## src/rtl/tiny16_loader_pkg.sv

```systemverilog
// Shared types and constants for the tiny16 serial program loader.
package tiny16_loader_pkg;

  // Frame parser states.
  typedef enum logic [2:0] {
    StIdle,
    StLenHi,
    StLenLo,
    StDataHi,
    StDataLo,
    StCsum,
    StDone,
    StErr
  } load_state_e;

  // UART receiver states.
  typedef enum logic [1:0] {
    RxIdle,
    RxStart,
    RxData,
    RxStop
  } rx_state_e;

  localparam logic [7:0]  SYNC_BYTE = 8'hA5;
  localparam int unsigned BYTE_W    = 8;
  localparam int unsigned BIT_IDX_W = 3;   // selects one of the 8 data bits
  localparam int unsigned LEN_W     = 16;  // image length field

endpackage

```

## src/rtl/tiny16_loader_if.sv

```systemverilog
// Memory-write and status bundle between the loader and the tiny16 core/memory.
interface tiny16_loader_if #(
  parameter int unsigned ADDR_W = 16
) ();

  logic              mem_we;
  logic [ADDR_W-1:0] mem_addr;
  logic [15:0]       mem_data;
  logic              cpu_rst;
  logic              done;
  logic              err;

  modport master (
    output mem_we, mem_addr, mem_data, cpu_rst, done, err
  );

  modport slave (
    input mem_we, mem_addr, mem_data, cpu_rst, done, err
  );

endinterface

```

## src/rtl/tiny16_uart_rx.sv

```systemverilog
// 8N1 UART receiver: synchronizer, mid-bit sampling timer, LSB-first shifter.
module tiny16_uart_rx
  import tiny16_loader_pkg::*;
#(
  parameter int unsigned CLK_DIV = 16
) (
  input  logic              clk_i,
  input  logic              rst_ni,
  input  logic              rx_i,
  output logic              byte_valid_o,
  output logic [BYTE_W-1:0] byte_data_o,
  output logic              byte_ferr_o
);

  localparam int unsigned   CntW    = $clog2(CLK_DIV);
  localparam logic [CntW-1:0] FullCnt = CntW'(CLK_DIV - 1);
  localparam logic [CntW-1:0] HalfCnt = CntW'(CLK_DIV / 2 - 1);

  logic                 rx_meta_q, rx_sync_q, rx_prev_q;
  logic                 fall;
  rx_state_e            state_q, state_d;
  logic [CntW-1:0]      cnt_q, cnt_d;
  logic [BIT_IDX_W-1:0] bit_idx_q, bit_idx_d;
  logic [BYTE_W-1:0]    shift_q, shift_d;
  logic                 valid_q, valid_d;
  logic                 ferr_q, ferr_d;

  // Two-flop synchronizer plus one delayed copy for edge detection.
  always_ff @(posedge clk_i or negedge rst_ni) begin
    if (!rst_ni) begin
      rx_meta_q <= 1'b1;
      rx_sync_q <= 1'b1;
      rx_prev_q <= 1'b1;
    end else begin
      rx_meta_q <= rx_i;
      rx_sync_q <= rx_meta_q;
      rx_prev_q <= rx_sync_q;
    end
  end

  assign fall = rx_prev_q & ~rx_sync_q;

  // Receiver state and datapath registers.
  always_ff @(posedge clk_i or negedge rst_ni) begin
    if (!rst_ni) begin
      state_q   <= RxIdle;
      cnt_q     <= '0;
      bit_idx_q <= '0;
      shift_q   <= '0;
      valid_q   <= 1'b0;
      ferr_q    <= 1'b0;
    end else begin
      state_q   <= state_d;
      cnt_q     <= cnt_d;
      bit_idx_q <= bit_idx_d;
      shift_q   <= shift_d;
      valid_q   <= valid_d;
      ferr_q    <= ferr_d;
    end
  end

  // Bit timing: half a bit to the start-bit centre, then a full bit per sample.
  always_comb begin
    state_d   = state_q;
    cnt_d     = cnt_q;
    bit_idx_d = bit_idx_q;
    shift_d   = shift_q;
    valid_d   = 1'b0;
    ferr_d    = ferr_q;
    unique case (state_q)
      RxIdle: begin
        if (fall) begin
          state_d = RxStart;
          cnt_d   = HalfCnt;
        end
      end
      RxStart: begin
        if (cnt_q != '0) begin
          cnt_d = cnt_q - CntW'(1);
        end else if (!rx_sync_q) begin
          state_d   = RxData;
          cnt_d     = FullCnt;
          bit_idx_d = '0;
        end else begin
          state_d = RxIdle;  // line went high again: treat as a glitch
        end
      end
      RxData: begin
        if (cnt_q != '0) begin
          cnt_d = cnt_q - CntW'(1);
        end else begin
          shift_d = {rx_sync_q, shift_q[BYTE_W-1:1]};
          cnt_d   = FullCnt;
          if (bit_idx_q == BIT_IDX_W'(BYTE_W - 1)) begin
            state_d = RxStop;
          end else begin
            bit_idx_d = bit_idx_q + BIT_IDX_W'(1);
          end
        end
      end
      RxStop: begin
        if (cnt_q != '0) begin
          cnt_d = cnt_q - CntW'(1);
        end else begin
          valid_d = 1'b1;
          ferr_d  = ~rx_sync_q;
          state_d = RxIdle;
        end
      end
      default: state_d = RxIdle;
    endcase
  end

  assign byte_valid_o = valid_q;
  assign byte_data_o  = shift_q;
  assign byte_ferr_o  = ferr_q;

endmodule

```

## src/rtl/tiny16_loader.sv

```systemverilog
// tiny16 serial program loader: parses A5/LEN/words[/checksum] frames from the
// UART and writes the image into program memory, holding the core in reset
// until a complete image has arrived.
// Build option: define LOADER_CHECKSUM_EN to expect and verify a trailing XOR
// checksum byte; without it the last data word completes the load.
module tiny16_loader
  import tiny16_loader_pkg::*;
#(
  parameter int unsigned CLK_DIV   = 16,
  parameter int unsigned ADDR_W    = 16,
  parameter int unsigned MAX_WORDS = 256
) (
  input  logic             clk_i,
  input  logic             rst_ni,
  input  logic             rx_i,
  tiny16_loader_if.master  bus
);

  localparam logic [LEN_W:0] MaxWords = (LEN_W + 1)'(MAX_WORDS);
`ifdef LOADER_CHECKSUM_EN
  localparam load_state_e AfterData = StCsum;
`else
  localparam load_state_e AfterData = StDone;
`endif

  logic              byte_valid, byte_ferr, byte_ok, byte_bad;
  logic [BYTE_W-1:0] byte_data;

  load_state_e       state_q, state_d;
  logic [LEN_W-1:0]  len_q, len_d;
  logic [LEN_W-1:0]  cnt_q, cnt_d;
  logic [LEN_W-1:0]  cnt_inc;
  logic [LEN_W-1:0]  len_rx;
  logic [BYTE_W-1:0] hi_q, hi_d;
  logic [BYTE_W-1:0] csum_q, csum_d;
  logic [ADDR_W-1:0] addr_q, addr_d;
  logic [15:0]       wdata_q, wdata_d;
  logic              we_q, we_d;
  logic              done_q, done_d;
  logic              err_q, err_d;
  logic              cpu_rst_q, cpu_rst_d;

  tiny16_uart_rx #(
    .CLK_DIV (CLK_DIV)
  ) u_uart_rx (
    .clk_i        (clk_i),
    .rst_ni       (rst_ni),
    .rx_i         (rx_i),
    .byte_valid_o (byte_valid),
    .byte_data_o  (byte_data),
    .byte_ferr_o  (byte_ferr)
  );

  assign byte_ok  = byte_valid & ~byte_ferr;
  assign byte_bad = byte_valid & byte_ferr;
  assign cnt_inc  = cnt_q + LEN_W'(1);
  assign len_rx   = {hi_q, byte_data};

  // Parser state, word assembly and registered status outputs.
  always_ff @(posedge clk_i or negedge rst_ni) begin
    if (!rst_ni) begin
      state_q   <= StIdle;
      len_q     <= '0;
      cnt_q     <= '0;
      hi_q      <= '0;
      csum_q    <= '0;
      addr_q    <= '0;
      wdata_q   <= '0;
      we_q      <= 1'b0;
      done_q    <= 1'b0;
      err_q     <= 1'b0;
      cpu_rst_q <= 1'b1;
    end else begin
      state_q   <= state_d;
      len_q     <= len_d;
      cnt_q     <= cnt_d;
      hi_q      <= hi_d;
      csum_q    <= csum_d;
      addr_q    <= addr_d;
      wdata_q   <= wdata_d;
      we_q      <= we_d;
      done_q    <= done_d;
      err_q     <= err_d;
      cpu_rst_q <= cpu_rst_d;
    end
  end

  // Frame parsing; status outputs follow the next state so they change with it.
  always_comb begin
    state_d = state_q;
    len_d   = len_q;
    cnt_d   = cnt_q;
    hi_d    = hi_q;
    csum_d  = csum_q;
    addr_d  = addr_q;
    wdata_d = wdata_q;
    we_d    = 1'b0;

    // Address advances in the cycle after each write strobe.
    if (we_q) begin
      addr_d = addr_q + ADDR_W'(1);
    end

    unique case (state_q)
      StIdle, StDone, StErr: begin
        if (byte_ok && byte_data == SYNC_BYTE) begin
          state_d = StLenHi;
          csum_d  = '0;
          addr_d  = '0;
          cnt_d   = '0;
        end
      end
      StLenHi: begin
        if (byte_ok) begin
          hi_d    = byte_data;
          state_d = StLenLo;
        end
      end
      StLenLo: begin
        if (byte_ok) begin
          len_d = len_rx;
          if (len_rx == '0) begin
            state_d = AfterData;
          end else if ({1'b0, len_rx} > MaxWords) begin
            state_d = StErr;
          end else begin
            state_d = StDataHi;
          end
        end
      end
      StDataHi: begin
        if (byte_ok) begin
          hi_d    = byte_data;
          csum_d  = csum_q ^ byte_data;
          state_d = StDataLo;
        end
      end
      StDataLo: begin
        if (byte_ok) begin
          we_d    = 1'b1;
          wdata_d = {hi_q, byte_data};
          csum_d  = csum_q ^ byte_data;
          cnt_d   = cnt_inc;
          state_d = (cnt_inc == len_q) ? AfterData : StDataHi;
        end
      end
`ifdef LOADER_CHECKSUM_EN
      StCsum: begin
        if (byte_ok) begin
          state_d = (byte_data == csum_q) ? StDone : StErr;
        end
      end
`endif
      default: state_d = state_q;
    endcase

    // A bad stop bit inside a frame kills the load; between frames it is noise.
    if (byte_bad && !(state_q inside {StIdle, StDone, StErr})) begin
      state_d = StErr;
    end
  end

  // Status decode from the next state keeps outputs glitch-free and aligned.
  always_comb begin
    done_d    = (state_d == StDone);
    err_d     = (state_d == StErr);
    cpu_rst_d = (state_d != StDone);
  end

  assign bus.mem_we   = we_q;
  assign bus.mem_addr = addr_q;
  assign bus.mem_data = wdata_q;
  assign bus.cpu_rst  = cpu_rst_q;
  assign bus.done     = done_q;
  assign bus.err      = err_q;

endmodule
```

## src/flat_wrapper.sv

```systemverilog
// flat-port wrapper written by rule: the top's interface ports become plain ports
module tiny16_loader_flat import tiny16_loader_pkg::*;
#(
  parameter int unsigned CLK_DIV   = 16,
  parameter int unsigned ADDR_W    = 16,
  parameter int unsigned MAX_WORDS = 256
)
  (clk_i, rst_ni, rx_i, bus_mem_we, bus_mem_addr, bus_mem_data, bus_cpu_rst, bus_done, bus_err);
  tiny16_loader_if #(.ADDR_W(ADDR_W)) bus_i ();
  input  logic clk_i;
  input  logic rst_ni;
  input  logic rx_i;
  output wire logic [$bits(bus_i.mem_we)-1:0] bus_mem_we;
  output wire logic [$bits(bus_i.mem_addr)-1:0] bus_mem_addr;
  output wire logic [$bits(bus_i.mem_data)-1:0] bus_mem_data;
  output wire logic [$bits(bus_i.cpu_rst)-1:0] bus_cpu_rst;
  output wire logic [$bits(bus_i.done)-1:0] bus_done;
  output wire logic [$bits(bus_i.err)-1:0] bus_err;
  assign bus_mem_we = bus_i.mem_we;
  assign bus_mem_addr = bus_i.mem_addr;
  assign bus_mem_data = bus_i.mem_data;
  assign bus_cpu_rst = bus_i.cpu_rst;
  assign bus_done = bus_i.done;
  assign bus_err = bus_i.err;
  tiny16_loader #(.CLK_DIV(CLK_DIV), .ADDR_W(ADDR_W), .MAX_WORDS(MAX_WORDS)) u_core (.clk_i(clk_i), .rst_ni(rst_ni), .rx_i(rx_i), .bus(bus_i));
endmodule
```

## config.mk

```make
export PLATFORM = sky130hd
export DESIGN_NAME = tiny16_loader_flat
export DESIGN_NICKNAME = d
export VERILOG_FILES = /design/src/rtl/tiny16_loader_pkg.sv /design/src/rtl/tiny16_loader_if.sv /design/src/rtl/tiny16_uart_rx.sv /design/src/rtl/tiny16_loader.sv /design/src/flat_wrapper.sv
export SDC_FILE = /design/constraint.sdc
export NUM_CORES = 1
export LEC_CHECK = 0
export CAP_MARGIN = 20
export CORE_MARGIN = 5
export CORE_UTILIZATION = 59
export CTS_CLUSTER_SIZE = 25
export DETAILED_ROUTE_END_ITERATION = 16
export HOLD_SLACK_MARGIN = 0.15
export PLACE_DENSITY_LB_ADDON = 0.12
export SLEW_MARGIN = 20
export SYNTH_ARGS = -nofsm -noshare
export SYNTH_HDL_FRONTEND = slang
export SYNTH_HIERARCHICAL = 1
export SYNTH_SLANG_ARGS = --single-unit
```

## constraint.sdc

```tcl
create_clock -name clk_i -period 3.5 [get_ports clk_i]
set_input_delay 0.7 -clock clk_i [delete_from_list [all_inputs] [get_ports clk_i]]
set_output_delay 0.7 -clock clk_i [all_outputs]
set_load 0.03 [all_outputs]
```

==> metrics, run 1 <==
result of the run=finished, final reports clean; fin crit period=~2700 ps; # fillers=between 600 and 700; dpl hpwl=between 7 and 8 mm; worst hold path class=flop to flop; clk sink count=between 100 and 150; vias per cell=~6; async set or reset register ratio after synthesis=100.0%; utilization after layout=67.06%; Critical Path Max Stage Delay=roughly 570 ps; Root Buffer=clkbuf_8; cell internal pwr=approximately 1600 uW; Slew @ Worst Pin=862.0 ps; net switching power=between 700 and 800 uW; first-pass GRT wire length=18.28 mm; CTS buffer count=9; reg2reg setup slack=810 ps; # setup viols final=0; DRT Pass-1 Iters=5; Ys Warns=6; ys flop type=dfrtp_1; pwr dens=around 410 mW/mm^2; routed via count=approximately 3800; FF-to-FF End=u_core/state_q[0]$_DFF_PN0_; Die X=a little over 100 um; sequential share of power=between 50% and 60%; Max Fanout on Critical Path=8; Max VDD drop=about 0.00028 V; number of flops mapped to enable cells by yosys=0; largest net degree at the start of global routing=63; critical path arrival=2920 ps; delay-heaviest family, CP=simple AND/OR/NAND/NOR gates; reg2reg start=u_core/cnt_q[0]$_DFFE_PN0P_; deepest clock path buffer count=2; fin nets=548; FF+latch count, synth=slightly above 100; commonest non-fill, non-tap cell in the layout=dfrtp_1; die area=0.01067 sq mm; Syn Nets=517; unrepaired setup endpoints after global routing=false; port bufs=38; GRT Overall Usage=between 20% and 30%; FMAX=around 370 MHz; CP Buf/Inv Count=0; clk_skew=13.89 ps; Post-CTS Hold Buffers=0; R2R depth=7; Hold Worst Slack=366.4 ps; Clock Pin Slew Worst Setup and Hold Paths=approximately 110 ps; CORE AREA=~0.0086 sq mm; Mapped Area=about 0.0051 sq mm; gpl congestion=between 0.8 and 0.9; synthesized area per cell=slightly above 10 sq um; Req. time, crit path=3730 ps; Crit. Startpoint=u_core/cnt_q[0]$_DFFE_PN0P_; switch share=a little under a third; register area=0.002532 sq mm; setup TNS=0 ps; Routed WL per cell=about 17 um; # rows=34; logic gate share of total power=around 13%; Remaining DRCs=0; WL final=about 11 mm; share of cells above drive strength 1=a little over an eighth; crit path cell chain=ha_1 -> nand3_1 -> nor4_1 -> xnor2_1 -> or4_4 -> nor4b_1 -> o21ai_0; Synth-to-Final Area Change=12.26%; Mapped Cells=504; Resized Gates After CTS=0; worst skew pair latency=~370 ps; Slew Viols, Final=0; Final Cycle Share=about 77%; count of final hold-check violations=0; Placed Cells=approximately 630; slowest CP cell=or4_4; Startpoint Class=flop; commonest non-fill, non-tap cells in the layout=97 x dfrtp_1, 82 x nand2_1, 40 x nor2_1; Clock power frac=32.5%; CTS tree=built; antenna diode count=0; Worst setup EP type=flop; Routed Antenna Nets=0; multi-input logic area=0.002421 sq mm; Initial DRC Count=a little under 200; fin cells=648; critical path depth=7; sequential fraction of the synthesis area=49.33%; number of library cell types mapped by synthesis=68; Chip Height=103.3 um; post-CTS setup repair buffer count=0; Slew HR=between 40% and 50%; H-tree Lvls=3; Critical Path End=u_core/state_q[0]$_DFF_PN0_; io pins=39; initial antenna violation count=0; vias in the first global route=~3700; max cap viols=0; GRT overflow=0; initial core utilization=roughly 60%; Worst Setup Path Type=flop to flop; P_leak=approximately 0.0028 uW
## cells by family (layout without fill, tap and decap cells)
kind of cell    count (synthesis)  count (layout)  synth area share, %
simple gates                  205             205                20.20
xor+xnor                       38              38                6.483
fa+ha+maj                      10              10                2.437
buf+inv                        34              70                3.607
compound gates                 82              82                10.53
mux                            34              34                7.409
flops                         101             101                49.33
## worst min-delay path by stage
stage / start / endpoint / slack [ps] / depth (start not counted)
global placement: u_core/u_uart_rx/rx_meta_q$_DFF_PN1_ / u_core/u_uart_rx/rx_sync_q$_DFF_PN1_ / 350 / 0
global route: u_core/u_uart_rx/rx_meta_q$_DFF_PN1_ / u_core/u_uart_rx/rx_sync_q$_DFF_PN1_ / 370 / 0
finish: u_core/u_uart_rx/rx_meta_q$_DFF_PN1_ / u_core/u_uart_rx/rx_sync_q$_DFF_PN1_ / 370 / 0
detailed placement: u_core/u_uart_rx/rx_meta_q$_DFF_PN1_ / u_core/u_uart_rx/rx_sync_q$_DFF_PN1_ / 350 / 0
floorplan: u_core/u_uart_rx/rx_meta_q$_DFF_PN1_ / u_core/u_uart_rx/rx_sync_q$_DFF_PN1_ / 350 / 0
CTS: u_core/u_uart_rx/rx_meta_q$_DFF_PN1_ / u_core/u_uart_rx/rx_sync_q$_DFF_PN1_ / 360 / 0
## per-stage QoR
step	power [uW]	instance area [sq um]	setup slack [ps]
2_1_floorplan	1513	5134	1009
3_3_place_gp	1590	5549	920.8
3_5_place_dp	1601	5549	872.7
4_1_cts	2362	5758	841.0
5_1_grt	2465	5763	600.4
6_report	2339	5763	805.3
## layer usage
layer / global-route usage, % / routed length, um / vias to the layer above
li1: - / - / 1840
met1: 31.06 / 5074 / 1898
met2: 34.83 / 5036 / 94
met3: 4.158 / 505 / 8
met4: 5.876 / 93 / 0
met5: 0 / 0 / -
## synth_stat cells, types with 2 or more instances
cell type	count	area [sq um]
a21o_2	2	17.52
a21oi_1	12	60.06
a22oi_1	2	15.01
a31oi_1	3	18.77
and2_1	4	25.02
and3_1	7	43.79
and4_1	2	17.52
buf_1	3	11.26
buf_6	4	45.04
clkbuf_1	10	37.54
dfrtp_1	97	2427
dfstp_2	4	105.1
ha_1	10	125.1
inv_1	12	45.04
mux2_2	32	360.4
mux2i_1	2	20.02
nand2_1	82	307.8
nand2b_1	2	12.51
nand3_1	17	85.08
nand3b_1	2	15.01
nand4_1	10	62.56
nor2_1	40	150.1
nor2b_1	2	12.51
nor3_1	13	65.06
nor4_1	5	31.28
nor4_4	2	42.54
nor4b_1	3	26.28
o211a_1	2	20.02
o211ai_1	2	15.01
o21a_1	3	22.52
o21ai_0	32	160.2
o31ai_1	8	60.06
or3_1	2	12.51
xnor2_1	18	157.7
xor2_1	20	175.2
## power groups by stage
stage	logic [uW]	clock network, uW	registers (uW)
after global placement	289	0	1300
after CTS	298	782	1280
after global routing	343	832	1290
final	297	760	1280
after floorplan	230	0	1280
after detailed placement	297	0	1300
## worst register-to-register path, delay by kind of cell, from the launching register on
kind                     cells  cell delay [ps]
adder cells (fa/ha/maj)      1              330
AO/OA/AOI/OAI                1              140
XOR/XNOR                     1              110
AND/OR/NAND/NOR              4             1470
flip-flops                   1              510
## flip-flops by register name, summed over array words and instances, names as in the netlist, 3 cells and up, named ones only
name and flops:
u_core/u_uart_rx/cnt_q 4, u_core/hi_q 8, u_core/u_uart_rx/bit_idx_q 3, u_core/cnt_q 16, u_core/state_q 3, u_core/len_q 16
u_core/bus.mem_addr 16, u_core/bus.mem_data 16, u_core/u_uart_rx/byte_data_o 8
## layout make-up
cell class / count / share of cell area [%]
repair buffers: 42 / 7.295
inverters: 12 / 0.7816
well taps: 108 / 2.345
clock buffers: 9 / 2.149
flip-flops and latches: 101 / 43.94
clock inverters: 7 / 1.476
multi-input cells: 369 / 42.01
(Power assumes the default switching activity.)
==> run 2, diff against run 1 <==
- clock period: 3.5 -> 2.8 ns (I/O delays scaled with it)
==> run 2 against run 1 <==
Against the previous run: clock-buffer cell count unchanged; flip-flop and latch count unchanged; wire length down 2.5%; clock power up 24%; largest power group unchanged.
==> metrics, run 2 (same netlist as run 1, synthesis figures left out) <==
antenna diode count=0 (unchanged); fin crit period=2561 ps (-134.0 ps); critical path arrival=2800 ps (-120 ps); Initial DRC Count=217 (+11%); max cap viols=0 (unchanged); Slew Viols, Final=0 (unchanged); Post-CTS Hold Buffers=0 (unchanged); Startpoint Class=flop; Worst Setup Path Type=flop to flop; dpl hpwl=7.357 mm (-1.1%); vias per cell=5.808 (-2.0%); commonest non-fill, non-tap cell in the layout=dfrtp_1; H-tree Lvls=3 (unchanged); initial antenna violation count=0 (unchanged); die area=0.01067 sq mm (unchanged); Hold Worst Slack=181.4 ps (-185.0 ps); Final Cycle Share=91.45% (+14 points); result of the run=finished, final reports clean; # rows=34 (unchanged); WL final=10.44 mm (-2.5%); Clock power frac=32.3% (-0.2 points); worst skew pair latency=370 ps (about the same); Clock Pin Slew Worst Setup and Hold Paths=120 ps (about the same); # setup viols final=0 (unchanged); largest net degree at the start of global routing=48 (-24%); GRT Overall Usage=21.06% (-0.84 points); sequential share of power=54.8% (about the same); post-CTS setup repair buffer count=0 (unchanged); logic gate share of total power=12.9% (+0.2 points); Routed Antenna Nets=0 (unchanged); initial core utilization=59.74% (unchanged); Remaining DRCs=0 (unchanged); gpl congestion=0.8857 (-0.14%); deepest clock path buffer count=2 (unchanged); GRT overflow=0 (unchanged); share of cells above drive strength 1=14.63% (+1.1 points); CTS buffer count=9 (unchanged); Max Fanout on Critical Path=7 (-1); fin nets=555 (+1.3%); vias in the first global route=3648 (-0.16%); commonest non-fill, non-tap cells in the layout=97 x dfrtp_1, 82 x nand2_1, 40 x nor2_1; slowest CP cell=or4_4; routed via count=3804 (-0.94%); Req. time, crit path=3040 ps (-690 ps); reg2reg setup slack=240 ps (-570 ps); crit path cell chain=ha_1 -> nand3_1 -> nor4_2 -> xnor2_1 -> or4_4 -> nor4b_1 -> o21ai_0; first-pass GRT wire length=17.70 mm (-3.2%); delay-heaviest family, CP=simple AND/OR/NAND/NOR gates; count of final hold-check violations=0 (unchanged); Die X=103.3 um (unchanged); Slew HR=46.52% (+4.2 points); FF-to-FF End=u_core/state_q[0]$_DFF_PN0_; CTS tree=built; net switching power=880.8 uW (+24%); P_leak=0.002791 uW (+1.2%); Worst setup EP type=flop; multi-input logic area=0.002422 sq mm (about the same); switch share=30.14% (-0.12 points); Slew @ Worst Pin=799.3 ps (-62.76 ps); Synth-to-Final Area Change=13.19%; fin cells=655 (+1.1%); FMAX=390.5 MHz (+5.2%); # fillers=702 (+4.6%); Max VDD drop=0.0003366 V (+22%); R2R depth=7 (unchanged); io pins=39 (unchanged); Resized Gates After CTS=0 (unchanged); Placed Cells=639 (+1.1%); unrepaired setup endpoints after global routing=false; CP Buf/Inv Count=0 (unchanged); Root Buffer=clkbuf_8; DRT Pass-1 Iters=5 (unchanged); Chip Height=103.3 um (unchanged); reg2reg start=u_core/cnt_q[1]$_DFFE_PN0P_; setup TNS=0 ps (unchanged); Critical Path Max Stage Delay=570 ps (about the same); worst hold path class=input pin to asynchronous set/reset pin; clk sink count=101 (unchanged); clk_skew=14.25 ps (+0.3658 ps); port bufs=38 (unchanged); CORE AREA=0.008593 sq mm (unchanged); pwr dens=503.0 mW/mm^2 (+24%); Routed WL per cell=15.94 um (-3.6%); cell internal pwr=2042 uW (+25%); register area=0.002532 sq mm (unchanged)
[run 2: final cells by class]
type	instances	share of cell area [%]
clock buffers	9	2.132
well taps	108	2.326
inverters	12	0.7752
repair buffers	49	7.924
clock inverters	7	1.572
flip-flops and latches	101	43.58
multi-input cells	369	41.69
[run 2: how the worst max path moves through the flow]
| stage | from | to | slack [ps] | cells after the start |
|---|---|---|---|---|
| after floorplan | u_core/cnt_q[0]$_DFFE_PN0P_ | u_core/state_q[0]$_DFF_PN0_ | 310 | 8 |
| after global placement | u_core/cnt_q[1]$_DFFE_PN0P_ | u_core/state_q[0]$_DFF_PN0_ | 330 | 7 |
| after detailed placement | u_core/cnt_q[1]$_DFFE_PN0P_ | u_core/state_q[0]$_DFF_PN0_ | 210 | 7 |
| after CTS | u_core/cnt_q[1]$_DFFE_PN0P_ | u_core/state_q[2]$_DFF_PN0_ | 210 | 7 |
| after global routing | u_core/cnt_q[1]$_DFFE_PN0P_ | u_core/state_q[0]$_DFF_PN0_ | 1 | 7 |
| final | u_core/cnt_q[1]$_DFFE_PN0P_ | u_core/state_q[0]$_DFF_PN0_ | 240 | 7 |
[run 2: power by group through the flow]
stage	Sequential (uW)	Clock [uW]	Combinational, uW
global route	1610	1030	436
finish	1600	945	376
detailed placement	1630	0	377
global placement	1630	0	362
floorplan	1600	0	288
CTS	1600	977	380
[run 2: layer usage]
layer  up-vias  global-route usage, %  wire length (um)
met3         9                  3.689               476
met5         -                      0                 0
met4         0                  7.072               110
li1       1860                      -                 -
met2        89                  33.50              4836
met1      1846                  29.43              5016
[run 2: stage by stage]
| step | worst slack [ps] | area (sq um) | power [uW] | util [%] |
|---|---|---|---|---|
| global placement | 333.1 | 5589 | 1988 | 65.04 |
| detailed placement | 209.6 | 5589 | 2007 | 65.04 |
| floorplan | 308.6 | 5134 | 1892 | - |
| CTS | 208.1 | 5804 | 2960 | 67.55 |
| global route | 1.259 | 5811 | 3082 | 67.62 |
| finish | 239.3 | 5811 | 2923 | 67.62 |
